`src/rtl/vga_pkg.sv`:
```
// Shared types and constants for the VGA rectangle-fill writer.
// Colour codes, fill FSM states and coordinate width.
package vga_pkg;

   localparam int VGA_COORD_W = 11;

   typedef enum logic [1:0] {BLACK, WHITE, BLUE, GREEN} vga_color_e;

   typedef enum logic [1:0] {FILL_IDLE, FILL_RUN, FILL_DONE} vga_fill_state_e;

endpackage

```
`src/rtl/vga_raster_cnt.sv`:
```
// Raster-order x/y walker over a rectangle, x advancing first.
// Counters are one bit wider than a coordinate so end positions never wrap.
module vga_raster_cnt #(
   parameter int W = 11
) (
   input  logic         clk_i,
   input  logic         rst_i,
   input  logic         load_i,
   input  logic         step_i,
   input  logic [W-1:0] start_x_i,
   input  logic [W-1:0] start_y_i,
   input  logic [W-1:0] ext_x_i,
   input  logic [W-1:0] ext_y_i,
   output logic [W-1:0] x_o,
   output logic [W-1:0] y_o,
   output logic         last_o
);

   logic [W:0] x_q, y_q, x0_q, xe_q, ye_q;
   logic       x_end;

   assign x_end  = (x_q + 1'b1) == xe_q;
   assign last_o = x_end && ((y_q + 1'b1) == ye_q);
   assign x_o    = x_q[W-1:0];
   assign y_o    = y_q[W-1:0];

   always_ff @(posedge clk_i) begin
      if (rst_i) begin
         x_q  <= '0;
         y_q  <= '0;
         x0_q <= '0;
         xe_q <= '0;
         ye_q <= '0;
      end else if (load_i) begin
         x_q  <= {1'b0, start_x_i};
         y_q  <= {1'b0, start_y_i};
         x0_q <= {1'b0, start_x_i};
         xe_q <= {1'b0, start_x_i} + {1'b0, ext_x_i};
         ye_q <= {1'b0, start_y_i} + {1'b0, ext_y_i};
      end else if (step_i) begin
         if (x_end) begin
            x_q <= x0_q;
            y_q <= y_q + 1'b1;
         end else begin
            x_q <= x_q + 1'b1;
         end
      end
   end

endmodule

```
`src/rtl/vga_rect_fill.sv`:
```
// Rectangle-fill frame-buffer writer: one registered pixel write per cycle.
// Optional VGA_RECT_CLIP_EN clips each rectangle to the HD x VD screen.
module vga_rect_fill
   import vga_pkg::*;
#(
   parameter int HD      = 800,
   parameter int VD      = 600,
   parameter int COORD_W = VGA_COORD_W
) (
   input  logic               clk_i,
   input  logic               rst_i,
   input  logic               cmd_valid_i,
   output logic               cmd_ready_o,
   input  logic [COORD_W-1:0] cmd_x_i,
   input  logic [COORD_W-1:0] cmd_y_i,
   input  logic [COORD_W-1:0] cmd_w_i,
   input  logic [COORD_W-1:0] cmd_h_i,
   input  logic [1:0]         cmd_color_i,
   input  logic               abort_i,
   output logic               we_o,
   output logic [COORD_W-1:0] addr_x_o,
   output logic [COORD_W-1:0] addr_y_o,
   output logic [1:0]         color_o,
   output logic               busy_o,
   output logic               done_o
);

   vga_fill_state_e    state_q, state_d;
   vga_color_e         fcol_q, col_q, col_d;
   logic               accept, zero_area, cnt_last;
   logic [COORD_W-1:0] w_eff, h_eff, cnt_x, cnt_y;
   logic [COORD_W-1:0] ax_q, ax_d, ay_q, ay_d;
   logic               we_q, we_d, done_q, done_d;

   assign cmd_ready_o = (state_q == FILL_IDLE) && !abort_i && !rst_i;
   assign accept      = cmd_valid_i && cmd_ready_o;
   assign zero_area   = (w_eff == '0) || (h_eff == '0);

   always_comb begin
      w_eff = cmd_w_i;
      h_eff = cmd_h_i;
`ifdef VGA_RECT_CLIP_EN
      if (cmd_x_i >= COORD_W'(HD))
         w_eff = '0;
      else if (cmd_w_i > COORD_W'(HD) - cmd_x_i)
         w_eff = COORD_W'(HD) - cmd_x_i;
      if (cmd_y_i >= COORD_W'(VD))
         h_eff = '0;
      else if (cmd_h_i > COORD_W'(VD) - cmd_y_i)
         h_eff = COORD_W'(VD) - cmd_y_i;
`endif
   end

   vga_raster_cnt #(.W(COORD_W)) u_cnt (
      .clk_i    (clk_i),
      .rst_i    (rst_i),
      .load_i   (accept),
      .step_i   (state_q == FILL_RUN),
      .start_x_i(cmd_x_i),
      .start_y_i(cmd_y_i),
      .ext_x_i  (w_eff),
      .ext_y_i  (h_eff),
      .x_o      (cnt_x),
      .y_o      (cnt_y),
      .last_o   (cnt_last)
   );

   always_ff @(posedge clk_i) begin
      if (rst_i) state_q <= FILL_IDLE;
      else       state_q <= state_d;
   end

   always_comb begin
      state_d = state_q;
      unique case (state_q)
         FILL_IDLE: if (accept) state_d = zero_area ? FILL_DONE : FILL_RUN;
         FILL_RUN:  if (abort_i || cnt_last) state_d = FILL_DONE;
         FILL_DONE: state_d = FILL_IDLE;
         default:   state_d = FILL_IDLE;
      endcase
   end

   // The write issued on the abort edge still lands; only later ones are dropped.
   always_comb begin
      we_d   = 1'b0;
      done_d = 1'b0;
      ax_d   = ax_q;
      ay_d   = ay_q;
      col_d  = col_q;
      unique case (state_q)
         FILL_RUN: begin
            we_d  = 1'b1;
            ax_d  = cnt_x;
            ay_d  = cnt_y;
            col_d = fcol_q;
         end
         FILL_DONE: done_d = 1'b1;
         default: ;
      endcase
   end

   always_ff @(posedge clk_i) begin
      if (rst_i) begin
         fcol_q <= BLACK;
         col_q  <= BLACK;
         we_q   <= 1'b0;
         done_q <= 1'b0;
         ax_q   <= '0;
         ay_q   <= '0;
      end else begin
         if (accept) fcol_q <= vga_color_e'(cmd_color_i);
         col_q  <= col_d;
         we_q   <= we_d;
         done_q <= done_d;
         ax_q   <= ax_d;
         ay_q   <= ay_d;
      end
   end

   assign we_o     = we_q;
   assign done_o   = done_q;
   assign addr_x_o = ax_q;
   assign addr_y_o = ay_q;
   assign color_o  = col_q;
   assign busy_o   = state_q != FILL_IDLE;

endmodule
```
`config.mk`:
```
export PLATFORM = sky130hd
export DESIGN_NAME = vga_rect_fill
export DESIGN_NICKNAME = d
export VERILOG_FILES = /design/src/rtl/vga_pkg.sv /design/src/rtl/vga_raster_cnt.sv /design/src/rtl/vga_rect_fill.sv
export SDC_FILE = /design/constraint.sdc
export NUM_CORES = 1
export LEC_CHECK = 0
export CORE_MARGIN = 4
export CORE_UTILIZATION = 52
export DETAILED_ROUTE_END_ITERATION = 16
export HOLD_SLACK_MARGIN = 0.06
export PLACE_DENSITY = 0.75
export RECOVER_POWER = 100
export SYNTH_ARGS = -nofsm -noshare
export SYNTH_HDL_FRONTEND = slang
export SYNTH_SLANG_ARGS = --single-unit
```
`constraint.sdc`:
```
create_clock -name clk_i -period 3.54 [get_ports clk_i]
set_clock_uncertainty 0.05 [all_clocks]
set_input_delay 0.354 -clock clk_i [delete_from_list [all_inputs] [get_ports clk_i]]
set_output_delay 0.354 -clock clk_i [all_outputs]
set_load 0.01 [all_outputs]
```
==> results of run 1 <==
-- cells by family (layout without fill, tap and decap cells) --
kind of cell    count (synthesis)  count (layout)  synth area share, %
compound gates                173             173                 21.1
xor+xnor                       51              51                 9.17
fa+ha+maj                      26              26                 6.58
buf+inv                        55             114                 4.60
flops                          89              89                 34.5
mux                             5               5                0.968
simple gates                  233             233                 23.1
-- how the worst max path moves through the flow --
stage | start | to | cells past startpoint | slack (ns)
6_report | u_cnt.x_q[0] | u_cnt.y_q[8] | 9 | 0.24
5_1_grt | u_cnt.x_q[0] | u_cnt.y_q[4] | 9 | 0.06
4_1_cts | u_cnt.x_q[0] | u_cnt.y_q[4] | 9 | 0.27
3_5_place_dp | u_cnt.x_q[0] | u_cnt.y_q[4] | 9 | 0.31
3_3_place_gp | u_cnt.x_q[0] | u_cnt.y_q[4] | 9 | 0.36
2_1_floorplan | u_cnt.x_q[1] | u_cnt.x_q[3] | 11 | 0.60
-- state kept, by name (all words and copies together) (netlist names) --
name,count
addr_x_o,11
addr_y_o,11
color_o,2
done_o,1
fcol_q,2
state_q,2
u_cnt.x0_q,11
u_cnt.x_q,12
u_cnt.xe_q,12
u_cnt.y_q,12
u_cnt.ye_q,12
we_o,1
-- stage by stage --
stage / total power [mW] / utilization (%)
floorplan: 1.42 / -
global placement: 1.56 / 61.4
detailed placement: 1.57 / 61.4
CTS: 2.30 / 63.6
global route: 2.41 / 63.3
finish: 2.29 / 63.3
-- cells in the final DEF (no fill, tap or decap), types with 7 or more instances in the layout --
cell type,synthesis,final
nor2b_1,8,8
clkbuf_8,0,11
nor3_1,15,17
xor2_1,19,19
and3_1,7,7
inv_1,13,13
nand2b_1,7,7
ha_1,24,24
nor2_1,29,29
dfxtp_1,89,89
dlygate4sd3_1,0,32
nand3_1,37,37
o22ai_1,8,8
nand2_1,83,83
o21ai_0,44,44
a22o_1,11,11
a21oi_1,54,54
clkdlybuf4s50_1,0,44
a211oi_1,8,8
a22oi_1,12,12
nor4_1,8,8
xnor2_1,30,30
-- routing by layer --
layer	routed length (µm)	up-vias	part of all wire, %	global-route usage, %
met5	0	-	0	0
met4	277	0	2.0	9.29
met3	997	20	7.2	3.24
met2	5850	182	42	35.5
met1	6810	2256	49	36.6
li1	-	2382	-	-
-- power groups by stage --
stage	clock, mW	combinational, mW	sequential (mW)
after floorplan	0	0.318	1.10
after global placement	0	0.437	1.12
after detailed placement	0	0.448	1.12
after CTS	0.751	0.451	1.10
after global routing	0.809	0.492	1.11
final	0.738	0.448	1.10
-- layout make-up --
| cell class | instances | share of cell area, % |
|---|---|---|
| tap | 133 | 2.70 |
| multi-input combinational | 488 | 50.9 |
| clock buffer | 11 | 2.46 |
| timing repair buffer | 85 | 13.2 |
| inverter | 13 | 0.792 |
| clock inverter | 5 | 0.974 |
| sequential | 89 | 28.9 |
-- worst max-delay path: cells and delay by family (launching register included) --
kind	cells	cell delay, ns
AOI/OAI and AO/OA	4	1.01
xor gates and xnor gates	2	0.25
adders and majority gates	1	0.32
DFF	1	0.56
and+or+nand+nor	2	1.01
==> out/results.ini, run 1 <==
[status]
status=finished, final reports clean

[yosys]
synthFlopType=dfxtp_1
synth.most_common_cell=dfxtp_1
synth_cells=632
yosysTopAreaCell=dfxtp_1
synth_seq_cells=89
netlist_top_cells_count=dfxtp_1, nand2_1, a21oi_1
syn-mean-instance-area_um2=8.18
ys_types=60
synth_nets=708
ys_seq_area_share_pct=34.5
synth_area_leaders=dfxtp_1, nand2_1, ha_1
async_reset_ff_share_pct=0
synthesis.area_um2=5170
synth_edf_count=0
yosysWarnings=0
synth_top_area_share_pct=34.5

[floorplanning]
die-width_um=108
start_util_pct=53.1
ios=78
core_area_um2=9730
dieArea_um2=11600
dieHeight_um=108
rows=36

[min_path]
holdPathStages=2
hold_end=addr_x_o[7]
hp-class=reg -> reg
hp-start=addr_x_o[7]

[clocking]
cts_sinks=89
clock_latency_ns=0.37
clockRootBuffer=clkbuf_8
h-tree-depth=3
post_cts_resized=0
cts_buffer_depth=2
numCtsBuffers=9
clkSlewWorstSetupHoldPaths_ns=0.09
post-cts-setup-buffer-count=0
cts_hold_repair.buffers=0
cts_tree=built

[routing]
drt_iter0_drc=340
vias=4840
routed_via_density=5.87
drc_errors=0
wl_um=13900
wl_per_cell_um=16.9
firstDrtPassIters=5
antenna_left=0

[global_routing]
grt_max_degree=60
antenna_found_initial=0
grt_use_total_pct=24.5
grt_pass1_wl_um=22600
gr-total-overflow=0
grt_pass1_vias=4492

[placed_design]
dp_worst_setup_slack_ns=0.313
hpwl_um=10500
dpl_cell_area_um2=5970
place_congestion=0.905
dp_cells=808
io_buffer_count=77

[timing]
fin_hold_ws_ns=0.401
rsz0062_at_grt=no
fmax_ghz=0.303
min_period_ns=3.30
setup-tns-final_ns=0
tightestPinTransition_ns=1.42
fin_ws_ns=0.239
min_period_over_period_pct=93.2
slew_viol_final=0
hold_viol=0
setup_viol_count_final=0
slew_headroom_pct=5.02

[layout]
register_area_um2=1780
finalNetCount=762
fill_cells=913
fin_cells=824
drive_gt1_share_pct=5.64
multi_input_area_um2=3140
area.growth.synth_to_final_pct=19.2
num_antenna_cells=0
stdcell_area_um2=6160

[setup_path]
worstSetupPathType=reg -> reg
r2r_end=u_cnt.y_q[8]
cp_cell_sequence=ha_1, xor2_1, a211o_1, a2111oi_4, o2111ai_2, or4_4, nor3_1, xnor2_1, a211oi_1
critPathLaunchType=register
cp_data_arrival_time_ns=3.54
critical_path.max_stage_delay_ns=0.73
timing.rr.start=u_cnt.x_q[0]
endpoint_kind=register
r2r_cells=9
crit_path_max_fanout=23
crit_slowest_cell=or4_4
crit_required_ns=3.78
r2r_slack_ns=0.24

[power_and_ir_drop]
power.density_nw_per_um2=372
comb_power_share_pct=19.5
power.internal_mw=1.62
pwr-share-seq_pct=48.2
p_leak_nw=2.35
clock_power_share_pct=32.2
vdd_drop_max_mv=0.211
p_switching_mw=0.666
p_sw_share_pct=29.1

[job]
drv_cap=0

No activity file was read; power rests on OpenSTA's default activity.
==> run 2, diff against run 1 <==
--- a/config.mk
+++ b/config.mk
@@ -6,10 +6,10 @@
 export NUM_CORES = 1
 export LEC_CHECK = 0
 export CORE_MARGIN = 4
-export CORE_UTILIZATION = 52
+export CORE_UTILIZATION = 55
 export DETAILED_ROUTE_END_ITERATION = 16
 export HOLD_SLACK_MARGIN = 0.06
-export PLACE_DENSITY = 0.75
+export PLACE_DENSITY_LB_ADDON = 0.3
 export RECOVER_POWER = 100
 export SYNTH_ARGS = -nofsm -noshare
 export SYNTH_HDL_FRONTEND = slang
==> run 2 against run 1 <==
Compared with the run above:
- non-clock buffer count unchanged
- global-route usage increased by 0.11 points
- count of clock-buffer cells in the layout shrank 1
- wire length shrank 2.7%
- core utilization rose by 3.2 points
- maximum frequency hardly changed
- sequential share of layout area grew 0.22 points
- worst hold slack better by 0.00084 ns
- clock power fell by 2%
- via count hardly changed
- sequential power is essentially flat
- setup slack got worse by 0.0028 ns
==> out/results.ini, run 2 (same netlist as run 1, synthesis figures left out) <==
[status]
status=finished, final reports clean  ; unchanged

[routing]
routed_via_density=6.03  ; was 5.87
wl_per_cell_um=16.9  ; about the same
drt_iter0_drc=349  ; was 340
vias=4837  ; was 4,840
drc_errors=0  ; unchanged
firstDrtPassIters=5  ; unchanged
antenna_left=0  ; unchanged
wl_um=13600  ; was 13,900 µm

[global_routing]
grt_use_total_pct=24.6  ; was 24.5%
grt_pass1_vias=4649  ; was 4,492
grt_max_degree=57  ; was 60
gr-total-overflow=0  ; unchanged
grt_pass1_wl_um=22400  ; was 22,600 µm
antenna_found_initial=0  ; unchanged

[clocking]
cts_buffer_depth=2  ; unchanged
post_cts_resized=0  ; unchanged
clkSlewWorstSetupHoldPaths_ns=0.09  ; about the same
clock_latency_ns=0.36  ; was 0.37 ns
numCtsBuffers=9  ; unchanged
cts_sinks=89  ; unchanged
cts_tree=built  ; unchanged
cts_hold_repair.buffers=0  ; unchanged
clockRootBuffer=clkbuf_8  ; unchanged
post-cts-setup-buffer-count=0  ; unchanged
h-tree-depth=3  ; unchanged

[timing]
min_period_ns=3.30  ; about the same
fmax_ghz=0.303  ; about the same
fin_hold_ws_ns=0.402  ; was 0.401 ns
tightestPinTransition_ns=1.17  ; was 1.42 ns
slew_viol_final=0  ; unchanged
setup_viol_count_final=0  ; unchanged
slew_headroom_pct=21.8  ; was 5.02%
setup-tns-final_ns=0  ; unchanged
hold_viol=0  ; unchanged
min_period_over_period_pct=93.3  ; was 93.2%
rsz0062_at_grt=no  ; unchanged

[power_and_ir_drop]
p_sw_share_pct=29.5  ; was 29.1%
vdd_drop_max_mv=0.204  ; was 0.211 mV
power.internal_mw=1.60  ; was 1.62 mW
p_leak_nw=2.33  ; was 2.35 nW
p_switching_mw=0.671  ; was 0.666 mW
comb_power_share_pct=19.6  ; was 19.5%
clock_power_share_pct=31.9  ; was 32.2%
power.density_nw_per_um2=372  ; about the same
pwr-share-seq_pct=48.5  ; was 48.2%

[setup_path]
crit_path_max_fanout=23  ; unchanged
path_buf_inv=0  ; unchanged
endpoint_kind=register  ; unchanged
crit_required_ns=3.68  ; was 3.78 ns
crit_slowest_cell=or4_4  ; unchanged
critical_path.max_stage_delay_ns=0.72  ; was 0.73 ns
crit_family=simple AND/OR/NAND/NOR gates  ; was compound AO/OA/AOI/OAI gates
critPathLaunchType=register  ; unchanged
cp_data_arrival_time_ns=3.44  ; was 3.54 ns
worstSetupPathType=reg -> reg  ; unchanged
cp_cell_sequence=ha_1, xor2_1, a211o_1, a2111oi_4, o2111ai_2, or4_4, nor4_2, xnor2_1, a211oi_2  ; was ha_1, xor2_1, a211o_1, a2111oi_4, o2111ai_2, or4_4, nor3_1, xnor2_1, a211oi_1

[floorplanning]
ios=78  ; unchanged
core_area_um2=9200  ; was 9730 µm²
die-width_um=105  ; was 108 µm
dieArea_um2=11000  ; was 11,600 µm²
rows=35  ; was 36
dieHeight_um=105  ; was 108 µm
start_util_pct=56.2  ; was 53.1%

[min_path]
hp-class=reg -> reg  ; unchanged

[placed_design]
dpl_cell_area_um2=5950  ; was 5970 µm²
hpwl_um=10200  ; was 10,500 µm
place_congestion=0.956  ; was 0.905
io_buffer_count=77  ; unchanged
dp_cells=786  ; was 808

[layout]
layout_commonest_cell=dfxtp_1  ; unchanged
area.growth.synth_to_final_pct=18.3  ; was 19.2%
fill_cells=778  ; was 913
finalNetCount=762  ; unchanged
num_antenna_cells=0  ; unchanged
fin_cells=802  ; was 824
final_cell_mix=dfxtp_1, nand2_1, a21oi_1  ; unchanged
stdcell_area_um2=6120  ; was 6160 µm²
drive_gt1_share_pct=5.50  ; was 5.64%
register_area_um2=1780  ; unchanged
multi_input_area_um2=3130  ; was 3140 µm²
fin_util_pct=66.5  ; was 63.3%

[job]
drv_cap=0  ; unchanged

==> run 2: power by group through the flow <==
stage	registers, mW	logic, mW	clock network, mW
5_1_grt	1.11	0.493	0.771
3_5_place_dp	1.12	0.446	0
6_report	1.10	0.447	0.725
4_1_cts	1.10	0.449	0.729
2_1_floorplan	1.10	0.318	0
3_3_place_gp	1.12	0.432	0
==> run 2: layout make-up <==
type | instances | share of cell area (%)
Inverter | 13 | 0.798
Timing Repair Buffer | 85 | 13.3
Multi-Input combinational cell | 488 | 51.2
Tap cell | 111 | 2.27
Clock buffer | 10 | 2.25
Clock inverter | 6 | 1.06
Sequential cell | 89 | 29.1
==> run 2: worst paths after layout <==
kind                      from      endpoint  cells past startpoint  slack [ns]
hold reg to reg    addr_y_o[4]   addr_y_o[4]                      2        0.40
setup / recovery  u_cnt.x_q[0]  u_cnt.y_q[4]                      9        0.24
setup reg to reg  u_cnt.x_q[0]  u_cnt.y_q[4]                      9        0.24
hold / removal     addr_y_o[4]   addr_y_o[4]                      2        0.40
==> run 2: tightest hold or removal path: stages, from the launching register on <==
cell     delay, ns
dfxtp_1       0.31
nand2_1       0.05
a21oi_1       0.05
==> run 2: per-layer routing <==
| layer | global-route usage [%] | up-vias | wire length [µm] |
|---|---|---|---|
| li1 | - | 2363 | - |
| met1 | 34.9 | 2254 | 6360 |
| met2 | 37.2 | 204 | 5830 |
| met3 | 5.25 | 16 | 1190 |
| met4 | 7.87 | 0 | 180 |
| met5 | 0 | - | 0 |
==> run 2: per-stage QoR <==
step / total power [mW] / worst slack [ns]
global route: 2.37 / 0.0542
detailed placement: 1.57 / 0.284
global placement: 1.55 / 0.399
floorplan: 1.42 / 0.603
finish: 2.28 / 0.237
CTS: 2.28 / 0.259
==> run 3, diff against run 2 <==
--- a/config.mk
+++ b/config.mk
@@ -7,6 +7,7 @@
 export LEC_CHECK = 0
 export CORE_MARGIN = 4
 export CORE_UTILIZATION = 55
+export CTS_CLUSTER_SIZE = 14
 export DETAILED_ROUTE_END_ITERATION = 16
 export HOLD_SLACK_MARGIN = 0.06
 export PLACE_DENSITY_LB_ADDON = 0.3
==> results of run 3 <==
Same layout as run 2: the final DEF is identical, and so are final timing and power.
